[config.mk]
export PLATFORM = sky130hd
export DESIGN_NAME = sc_sng_sequencer
export DESIGN_NICKNAME = d
export VERILOG_FILES = /design/src/rtl/sc_pkg.sv /design/src/rtl/sc_ones_counter.sv /design/src/rtl/sc_sng_sequencer.sv
export SDC_FILE = /design/constraint.sdc
export NUM_CORES = 1
export LEC_CHECK = 0
export BUFFER_PORTS_ARGS = -buffer_cell sky130_fd_sc_hd__buf_2
export CAP_MARGIN = 0
export CELL_PAD_IN_SITES_DETAIL_PLACEMENT = 1
export CELL_PAD_IN_SITES_GLOBAL_PLACEMENT = 1
export CORE_MARGIN = 3
export CORE_UTILIZATION = 34
export DETAILED_ROUTE_END_ITERATION = 7
export GPL_TIMING_DRIVEN = 0
export HOLD_SLACK_MARGIN = 0.08
export MAX_ROUTING_LAYER = met4
export PLACE_DENSITY = 0.82
export SLEW_MARGIN = 20
export SYNTH_ARGS = -nofsm -noshare
export SYNTH_HDL_FRONTEND = slang
export SYNTH_SLANG_ARGS = --single-unit
[constraint.sdc]
create_clock -name clk -period 1.6 [get_ports clk]
set_clock_uncertainty 0.2 [all_clocks]
set_input_delay 0 -clock clk [delete_from_list [all_inputs] [get_ports clk]]
set_output_delay 0 -clock clk [all_outputs]
set_load 0.01 [all_outputs]
[src/rtl/sc_pkg.sv]
// Shared definitions for the stochastic-computing datapath.
// Contents: sequencer state enum and the full stream-length helper.
package sc_pkg;

  typedef enum logic [1:0] {
    IDLE = 2'd0,
    CLR  = 2'd1,
    RUN  = 2'd2,
    DONE = 2'd3
  } sc_seq_state_t;

  // Full LFSR period for a WIDTH-bit generator.
  function automatic int unsigned full_len(input int unsigned width);
    return (32'd1 << width) - 32'd1;
  endfunction

endpackage

[src/rtl/sc_ones_counter.sv]
// WIDTH-bit counter with synchronous clear and a 1-bit increment.
// Ports: clk, rst_n (async active-low), clr (sync clear, has priority),
//        en (advance enable), inc (bit added when enabled), count (value).
module sc_ones_counter #(
  parameter int unsigned WIDTH = 8
) (
  input  logic             clk,
  input  logic             rst_n,
  input  logic             clr,
  input  logic             en,
  input  logic             inc,
  output logic [WIDTH-1:0] count
);

  always_ff @(posedge clk or negedge rst_n) begin
    if (!rst_n) begin
      count <= '0;
    end else if (clr) begin
      count <= '0;
    end else if (en) begin
      count <= count + WIDTH'(inc);
    end
  end

endmodule

[src/rtl/sc_sng_sequencer.sv]
// Run controller for the LFSR SNG bank: accepts one job, reseeds and runs
// the SNG bank for the target length, counts ones on z_bit and returns
// the ones count and cycles used on a valid/ready result port.
// Ports: clk, rst_n; in_valid/in_ready/in_bxs[/in_len] job request;
//        sng_bxs/sng_clr/sng_en SNG bank control; z_bit SC output bit;
//        out_valid/out_ready/out_count/out_len result; busy status.
// Build option: SC_EARLY_TERM_EN adds in_len and et_stop; without it
//        every job runs the full 2^WIDTH-1 cycles.
module sc_sng_sequencer
  import sc_pkg::*;
#(
  parameter int unsigned WIDTH      = 8,
  parameter int unsigned NUM_INPUTS = 8
) (
  input  logic                        clk,
  input  logic                        rst_n,
  input  logic                        in_valid,
  output logic                        in_ready,
  input  logic [NUM_INPUTS*WIDTH-1:0] in_bxs,
`ifdef SC_EARLY_TERM_EN
  input  logic [WIDTH-1:0]            in_len,
  input  logic                        et_stop,
`endif
  output logic [NUM_INPUTS*WIDTH-1:0] sng_bxs,
  output logic                        sng_clr,
  output logic                        sng_en,
  input  logic                        z_bit,
  output logic                        out_valid,
  input  logic                        out_ready,
  output logic [WIDTH-1:0]            out_count,
  output logic [WIDTH-1:0]            out_len,
  output logic                        busy
);

  localparam logic [WIDTH-1:0] FULL = WIDTH'(full_len(WIDTH));

  sc_seq_state_t    state;
  logic [WIDTH-1:0] target;
  logic [WIDTH-1:0] cyc;
  logic             last_c;

  // Target length and end-of-run detection.
`ifdef SC_EARLY_TERM_EN
  always_ff @(posedge clk or negedge rst_n) begin
    if (!rst_n) begin
      target <= FULL;
    end else if (state == IDLE && in_valid) begin
      target <= (in_len == '0) ? FULL : in_len;
    end
  end

  assign last_c = (cyc == target - WIDTH'(1)) || et_stop;
`else
  assign target = FULL;
  assign last_c = (cyc == target - WIDTH'(1));
`endif

  // Control FSM; all outputs registered alongside the state.
  always_ff @(posedge clk or negedge rst_n) begin
    if (!rst_n) begin
      state     <= IDLE;
      in_ready  <= 1'b1;
      busy      <= 1'b0;
      sng_clr   <= 1'b0;
      sng_en    <= 1'b0;
      out_valid <= 1'b0;
      sng_bxs   <= '0;
    end else begin
      case (state)
        IDLE: begin
          if (in_valid) begin
            sng_bxs  <= in_bxs;
            in_ready <= 1'b0;
            busy     <= 1'b1;
            sng_clr  <= 1'b1;
            state    <= CLR;
          end
        end
        CLR: begin
          sng_clr <= 1'b0;
          sng_en  <= 1'b1;
          state   <= RUN;
        end
        RUN: begin
          // The final cycle still counts; the counters see sng_en high.
          if (last_c) begin
            sng_en    <= 1'b0;
            out_valid <= 1'b1;
            state     <= DONE;
          end
        end
        DONE: begin
          if (out_ready) begin
            out_valid <= 1'b0;
            in_ready  <= 1'b1;
            busy      <= 1'b0;
            state     <= IDLE;
          end
        end
        default: begin
          state <= IDLE;
        end
      endcase
    end
  end

  // Ones on z_bit; frozen outside RUN so it doubles as the result field.
  sc_ones_counter #(.WIDTH(WIDTH)) u_ones (
    .clk   (clk),
    .rst_n (rst_n),
    .clr   (sng_clr),
    .en    (sng_en),
    .inc   (z_bit),
    .count (out_count)
  );

  // Cycles run; also the result length.
  sc_ones_counter #(.WIDTH(WIDTH)) u_cyc (
    .clk   (clk),
    .rst_n (rst_n),
    .clr   (sng_clr),
    .en    (sng_en),
    .inc   (1'b1),
    .count (cyc)
  );

  assign out_len = cyc;

endmodule

### Yosys cells after proc, flatten, opt, wreduce, memory -nomap -nowiden

Cells that the tools add are included.

| cells by class | value |
|---|---|
| $add $sub $neg | 2 |
| eq/ne operators | 7 |
| multiplexer cells | 19 |
| reductions and logical operators | 12 |

Operator list:

| operator | count |
|---|---|
| $mux W8 | 4 |
| $pmux W1 S2 | 5 |
| $reduce_bool A2 Y1 | 5 |
| $reduce_and A3 Y1 | 3 |
| $add A8 B1 Y8 | 1 |
| $add A8 B1 Y8 const B | 1 |
| $eq A8 B8 Y1 const B | 1 |
| $pmux W2 S4 | 1 |
| $mux W1 | 6 |
| $mux W2 | 3 |
| $ne A2 B2 Y1 const B | 3 |
| $reduce_and A2 Y1 | 3 |
| $eq A2 B2 Y1 const B | 2 |
| $eq A2 B1 Y1 const B | 1 |
| $logic_not A2 Y1 | 1 |

| storage, ports and cells | value |
|---|---|
| bits in registers | 87 |
| bits of input ports | 69 |
| output and inout bits | 85 |
| word-level logic and storage cells | 49 |

### Depth between registers and ports, before layout

Gate-level depths: netlist of run 1.

| logic depth | value |
|---|---|
| depth after elaboration | 3 |
| gate-level depth with buffers | 6 |

### By module

Synthesis of run 1 repeated with hierarchy kept, for this count alone.

| unflattened totals | value |
|---|---|
| cell total of the unflattened synthesis | 251 |
| area, all modules | 3607.2 sq um |

By module, submodules not included:

| module | times used | cells an instance | area each (sq um) |
|---|---|---|---|
| sc_sng_sequencer | 1 | 175 | 2778.9 |
| sc_ones_counter | 2 | 38 | 414.1 |

### Worst setup path before layout of run 1

Ideal clock, no wire load.

| timing | value |
|---|---|
| path kind | register to register |
| from | reg state[0] |
| to | reg sng_bxs[0] |
| arrival | 1411 ps |
| setup slack | -136 ps |
| cell stages (with the launch flop) | 7 |
| buffers on the path | 2 |
| period minus slack after synthesis | 1736 ps |
| cell sequence | dfrtp_1 inv_1 ha_1 nand2_1 buf_4 buf_6 mux2_4 |

| between the ends | value |
|---|---|
| cells in the longest elaborated chain, start to end | 2 |

Ends and longest elaborated chain:

| what | line | RTL |
|---|---|---|
| start, declared | sc_sng_sequencer.sv:37 | `sc_seq_state_t state;` |
| start signal, assigned | sc_sng_sequencer.sv:61 | `state <= IDLE;` |
| start signal, assigned | sc_sng_sequencer.sv:76 | `state <= CLR;` |
| start signal, assigned | sc_sng_sequencer.sv:82 | `state <= RUN;` |
| $logic_not A2 Y1 | sc_sng_sequencer.sv:69 | `case (state)` |
| $reduce_and A2 Y1 (no source line) | n/a |  |
| end signal, assigned | sc_sng_sequencer.sv:72 | `sng_bxs <= in_bxs;` |
| end, declared | sc_sng_sequencer.sv:24 | `output logic [NUM_INPUTS*WIDTH-1:0] sng_bxs,` |

Every way passes these cells.
A chain may end at the register's enable or synchronous reset.

### Final worst setup path of run 1

| timing | value |
|---|---|
| from | reg state[1] |
| to | reg sng_bxs[25] |

Same word-level chain as after synthesis.

==> summary.txt, run 1 <==
Logic synthesis
  – Post-Syn Area: about 0.0037 mm^2
  – Sequential area share after synthesis: about three fifths
  – Post-synth EDFFs: 0
  – Syn Nets: about 330
  – Netlist cell types: 30
  – Syn_area_per_cell: 15.03 um^2
  – Syn. warnings: 0
  – Cells after synthesis: ~250
  – Top_reg_cell synth: dfrtp_1
  – Ys async rst share: 100.0%
  – Flops & latches, synth: 87

Clock tree
  – Clk slew on worst S/H paths: around 0.090 ns
  – Hold-fix buffers, CTS: 69
  – Latest clock arrival within the worst-skew pair: about 0.35 ns
  – CTS tree: yes
  – Worst-case clock buffer depth: 2
  – CTS Root Cell: clkbuf_8
  – Clock sink count: 87
  – H-Tree Depth: 3
  – Inserted Clock Buffers: 9

Drt
  – Drt total wl: roughly 12 mm
  – Via-per-instance ratio: 4.632
  – DR iter-0 viols: 66
  – DR vias: roughly 3000
  – DRT antenna net count: 0
  – Drt drc: 0
  – Drt pass-1 iters: 4
  – Detailed-route wire length per cell: 18.35 um

Floorplanning
  – Initial Util: 35.48%
  – # rows: 37
  – Core box area: around 0.011 mm^2
  – Full die area: ~0.012 mm^2
  – Die Y: ~110 um
  – Chip Width: approximately 110 um
  – I/O pin count: 154

Final layout
  – Layout cells sized above 1: 57.20%
  – Nets: between 500 and 600
  – Fillers: roughly 1100
  – Diode count: 0
  – Area grow syn2layout: 64.43%
  – Final Non-Filler Cells: 650
  – Post-route cell area: roughly 0.006 mm^2

Global routing
  – Gr ovfl total: 0
  – Largest net degree at the start of global routing: 56
  – Global-route wire length before repair: ~18 mm
  – All-Layer GR Usage: between 10% and 20%
  – Number of global-route vias before repair: 3396
  – Initial antenna violation count: 0

Timing
  – RSZ-0062 raised after global routing: true
  – Final setup fails: between 60 and 70
  – Max_slew headroom: 69.20%
  – Worst hold slack: -0.1091 ns
  – Setup TNS: -2.730 ns
  – Minimum clock period: between 1.5 and 2 ns
  – Least-Margin Pin Slew: 0.4621 ns
  – Final hold vios: 1
  – Period utilization: 105.4%
  – Setup ws final: -0.08571 ns
  – Fmax achieved: between 500 and 600 MHz
  – Slew Viols, Final: 0

Setup path
  – Critical Path Sink Type: register
  – Setup CP Type: register to register
  – CP Depth: 7
  – Bufs and invs on worst path: 4
  – Crit Path Max Fanout: 5
  – Cells along the critical path: inv_2 > ha_4 > nand2_8 > buf_6 > buf_16 > buf_6 > mux2_4
  – Required @ worst endpoint: 1.64 ns
  – Worst r2r src: state[1]
  – Critical path's most frequent cell: buf_6
  – Crit-path max cell delay: between 0.4 and 0.5 ns
  – Top delay family on crit path: buffers and inverters
  – Crit path max-delay cell type: dfrtp_1
  – Crit path from: state[1]
  – FF-to-FF path depth: 7
  – CP arrival: 1.73 ns
  – CP startpoint kind: register

Place
  – GPL Wtd Cong: 0.8112
  – DP Cell Count: between 500 and 600
  – Post-Place Setup Slack: -0.1587 ns
  – Area of placed instances: roughly 0.0047 mm^2
  – Count of input and output buffers: between 150 and 200
  – Post-DP HPWL: 7.089 mm

Power and ir drop
  – Peak VDD IR: 0.0003428 V
  – Pwr/cell area: 664.3 mW/mm^2
  – Leak: approximately 0.0034 uW

Hold path
  – Hold path start: in_valid
  – Hold Path Depth: 4
  – Worst min-delay path class: input pin to register

Status
  – Failing checks: hold timing, setup timing
  – Status: complete, but fails checks

Job
  – # Max-Cap Violations: 0
## cells in the final DEF, fill, tap and decap left out, types with 3 or more instances in the layout
cell type and count:
clkbuf_8 10, dfrtp_1 82, buf_12 6, nor2_1 14, or3_1 4, mux2_4 50
buf_2 153, ha_4 4, nand4_1 5, xor2_1 8, dlygate4sd3_1 69, buf_4 17
inv_2 3, buf_16 5, dfrtp_2 4, nand2_1 8, ha_1 3, o21ai_0 7
mux2_2 14, buf_6 8, a21oi_1 7
## path summary, 6_finish.rpt
path | end | slack, ns
setup / recovery | sng_bxs[25] | -0.09
hold / removal | sng_clr | -0.11
setup reg to reg | sng_bxs[25] | -0.09
hold reg to reg | sng_bxs[28] | 0.31
max in group asynchronous | sng_bxs[5] | 0.19
min in group asynchronous | u_ones.count[5] | 0.43
## what timing repair did
action,in CTS,in global routing
gates resized for setup,27,21
setup buffers,11,11
endpoints found under the setup margin,64,91
pin swaps,5,8
endpoints found under the hold margin,159,2
cloned,4,1
## worst min-delay path: cells and delay by family
kind / cells / cell delay [ns]
compound gates: 2 / 0.18
buf+inv: 1 / 0.16
simple gates: 1 / 0.06
## layer usage
metal | track usage, % | wire length [um] | up-vias
met5 | - | 0 | -
met3 | 3.330 | 460 | 14
li1 | - | - | 1393
met2 | 34.95 | 6477 | 98
met4 | 4.926 | 149 | 0
met1 | 22.60 | 4843 | 1506
## final cells by class
cell class                      instances  area [um^2]  area share [%]
Sequential cell                        87         2183           35.61
Timing Repair Buffer                  250         1809           29.51
Multi-Input combinational cell        146         1592           25.96
Tap cell                              136        170.2           2.776
Buffer                                 10        151.4           2.469
Clock buffer                           10        137.6           2.245
Clock inverter                          6        68.82           1.122
Inverter                                5        18.77          0.3061
## where the power goes
part / total (uW) / internal, uW / switching (uW)
registers: 2200 / 2200 / 0
logic: 286 / 180 / 106
clock network: 1590 / 773 / 817
## sequential cells by signal, indices dropped and copies added (netlist names)
name          cells
u_ones.count      8
sng_clr           1
in_ready          1
state             2
sng_en            1
u_cyc.count       8
busy              1
sng_bxs          64
out_valid         1
## synthesized netlist by cell type, types with 2 or more instances
cell type,number,area [um^2]
ha_1,8,100.1
buf_4,2,15.01
dfrtp_1,86,2152
inv_1,5,18.77
nor2_1,14,52.55
nand4_1,5,31.28
mux2_2,15,168.9
buf_6,5,56.30
buf_2,2,10.01
nand2_1,9,33.78
mux2i_1,2,20.02
xor2_1,8,70.07
a21oi_1,9,45.04
or3_1,4,25.02
mux2_4,49,735.7
o21ai_0,9,45.04
o2111ai_2,2,30.03
a22o_1,2,17.52
## stage by stage
stage / hold slack, ns / total power [uW] / utilization (%)
2_1_floorplan: -0.4956 / 2246 / -
3_3_place_gp: 0.03078 / 2370 / 44.78
3_5_place_dp: -0.2150 / 2387 / 45.06
4_1_cts: -0.1265 / 4124 / 56.38
5_1_grt: -0.08843 / 4241 / 58.34
6_report: -0.1091 / 4073 / 58.34
## kinds of logic (layout without fill, tap and decap cells)
kind of cell	Yosys count	after routing	synth area share, %
xor+xnor	9	9	2.114
mux	66	66	24.80
simple gates	37	37	4.631
buf+inv	15	281	2.785
flops	87	87	58.42
compound gates	26	26	4.564
fa+ha+maj	8	8	2.685
Note: power is estimated with default switching activity, not from simulation.
==> inputs of run 2 (changes only) <==
--- a/config.mk
+++ b/config.mk
@@ -15,7 +15,7 @@
 export GPL_TIMING_DRIVEN = 0
 export HOLD_SLACK_MARGIN = 0.08
 export MAX_ROUTING_LAYER = met4
-export PLACE_DENSITY = 0.82
+export PLACE_DENSITY = 0.8
 export SLEW_MARGIN = 20
 export SYNTH_ARGS = -nofsm -noshare
 export SYNTH_HDL_FRONTEND = slang
==> summary.txt, run 2 (synthesis gave the netlist of run 1 again) <==
Status
  – Status: complete, but fails checks
  – Failing checks: setup timing

Timing
  – Minimum clock period: ~1.7 ns
  – RSZ-0062 raised after global routing: true
  – Slew Viols, Final: 0
  – Final setup fails: 52
  – Fmax achieved: approximately 600 MHz
  – Max_slew headroom: roughly 71%
  – Final hold vios: 0
  – Setup ws final: -0.05404 ns
  – Least-Margin Pin Slew: 0.4380 ns
  – Period utilization: 103.4%

Place
  – Post-Place Setup Slack: -0.1810 ns
  – Count of input and output buffers: 153
  – GPL Wtd Cong: a little under 0.8
  – Post-DP HPWL: about 6.9 mm
  – Area of placed instances: roughly 0.0047 mm^2
  – DP Cell Count: about 540

Setup path
  – CP arrival: approximately 1.7 ns
  – Setup CP Type: register to register
  – Crit path from: state[1]
  – Worst r2r src: state[1]
  – FF-to-FF path depth: 6
  – Crit-path max cell delay: around 0.4 ns
  – Crit Path Max Fanout: 11
  – CP startpoint kind: register
  – Critical Path Sink Type: register
  – Cells along the critical path: inv_2 > ha_4 > nand2_4 > buf_12 > buf_12 > mux2_4
  – Required @ worst endpoint: about 1.6 ns
  – Worst R2R Setup Slack: -0.05 ns
  – Crit path max-delay cell type: dfrtp_1
  – FF-to-FF End: sng_bxs[50]
  – Critical path's most frequent cell: buf_12

Global routing
  – Global-route wire length before repair: 18.66 mm
  – Initial antenna violation count: 0
  – All-Layer GR Usage: between 10% and 20%
  – Gr ovfl total: 0
  – Number of global-route vias before repair: roughly 3400
  – Met1 Use GR: between 20% and 30%
  – M3 GR Usage: under 10%
  – Met2 Track Usage GR: between 30 and 40%
  – Largest net degree at the start of global routing: 53
  – GR peak layer: met2

Job
  – # Max-Cap Violations: 0

Final layout
  – Max FFs per register: between 60 and 70
  – Fillers: between 1000 and 1500
  – Diode count: 0
  – Layout Utilization: 56.22%
  – Top Registers: sng_bxs: 64 flops, u_cyc.count: 8 flops, u_ones.count: 8 flops
  – Commonest non-fill, non-tap cell in the layout: buf_2
  – Final Non-Filler Cells: between 600 and 700
  – Layout cells sized above 1: between 50% and 60%
  – Nets: 577
  – Post-route cell area: ~0.0059 mm^2
  – Register with the most flip-flops: sng_bxs
  – Area grow syn2layout: 58.46%
  – Most frequent cells in the layout: buf_2, dfrtp_1, dlygate4sd3_1

Floorplanning
  – # rows: 37
  – I/O pin count: around 150
  – Full die area: approximately 0.012 mm^2
  – Die Y: roughly 110 um
  – Core box area: approximately 0.011 mm^2
  – Chip Width: ~110 um
  – Initial Util: about 35%

Clock tree
  – CTS tree: yes
  – H-Tree Depth: 3
  – Worst-case clock buffer depth: 2
  – Clock sink count: 87
  – CTS Root Cell: clkbuf_8
  – Latest clock arrival within the worst-skew pair: roughly 0.34 ns
  – Clk slew on worst S/H paths: around 0.10 ns
  – Inserted Clock Buffers: 9

Drt
  – DRT antenna net count: 0
  – DR vias: approximately 3000
  – DR iter-0 viols: just under 80
  – Drt drc: 0
  – Detailed-route wire length per cell: around 18 um
  – Drt pass-1 iters: 4
  – Drt total wl: around 12 mm
  – Via-per-instance ratio: between 4 and 5

Hold path
  – Worst min-delay path class: input pin to register
  – Hold Path Depth: 3
  – Hold Path Sink: sng_bxs[7]
  – Hold path start: in_bxs[7]

Power and ir drop
  – Sequential share of power: between 50% and 60%
  – Peak VDD IR: 0.0004526 V
  – Logic pwr share: under 10%
  – Clock share of power: about two fifths
  – Pint: approximately 3100 uW
  – Net load switching power: roughly 950 uW
  – Leak: approximately 0.0033 uW
  – Total power: approximately 4100 uW
  – Pwr/cell area: about 690 mW/mm^2
  – Switching part of the total: a little under a quarter
[run 2: cell types whose count changed in the layout (fill, tap and decap cells not counted), moves of 3 or more]
cell and delta:
buf_6 -6, buf_16 -4, dfrtp_1 -3, dfrtp_2 +3, ha_4 -3, inv_6 +3
[run 2: power by group through the flow]
stage | clock network, uW | registers [uW] | logic (uW)
after floorplan | 0 | 2240 | 4.76
after global routing | 1740 | 2200 | 312
final | 1590 | 2200 | 282
after global placement | 0 | 2240 | 129
after CTS | 1650 | 2200 | 277
after detailed placement | 0 | 2240 | 144
[run 2: metal layers]
| metal | share of wire (%) | up-vias |
|---|---|---|
| met2 | 56 | 106 |
| met3 | 4.4 | 13 |
| met4 | 1.2 | 0 |
| li1 | - | 1373 |
| met5 | 0 | - |
| met1 | 38 | 1494 |
[run 2: per-stage QoR]
step / hold slack [ns] / setup TNS, ns
2_1_floorplan: -0.4956 / 0
3_3_place_gp: 0.03105 / -41.76
3_5_place_dp: -0.1943 / -8.311
4_1_cts: 0.1877 / -1.493
5_1_grt: 0.1815 / -4.737
6_report: 0.2117 / -1.898
[run 2: area by class of cell]
class	count	area [um^2]	area share, %
flip-flops and latches	87	2187	37.02
repair buffers	241	1660	28.10
multi-input cells	146	1523	25.77
well taps	136	170.2	2.880
plain buffers	10	147.6	2.499
clock buffers	9	123.9	2.097
clock inverters	7	77.57	1.313
inverters	5	18.77	0.3177
[run 2: critical path: cells and delay by family, from the launching register on]
kind / cells / cell delay (ns)
fa+ha+maj: 1 / 0.17
buf+inv: 3 / 0.39
flops: 1 / 0.40
mux: 1 / 0.31
simple gates: 1 / 0.06
[run 2: how the worst max path moves through the flow]
| stage | to | slack [ns] | cells after the start |
|---|---|---|---|
| 6_report | sng_bxs[50] | -0.05 | 6 |
| 5_1_grt | sng_bxs[0] | -0.10 | 6 |
| 4_1_cts | state[1] | -0.06 | 5 |
| 3_5_place_dp | sng_bxs[14] | -0.18 | 6 |
| 3_3_place_gp | sng_bxs[12] | -0.43 | 1 |
| 2_1_floorplan | sng_bxs[0] | 0.003 | 6 |
[run 2: repair_timing]
action                                  in CTS  in global routing
setup buffers                               10                  6
pin swaps                                    1                  3
endpoints found under the setup margin      73                121
endpoints found under the hold margin      161                  0
hold buffers                                69                  0
gates cloned                                 0                  2
resized for setup                           15                 15
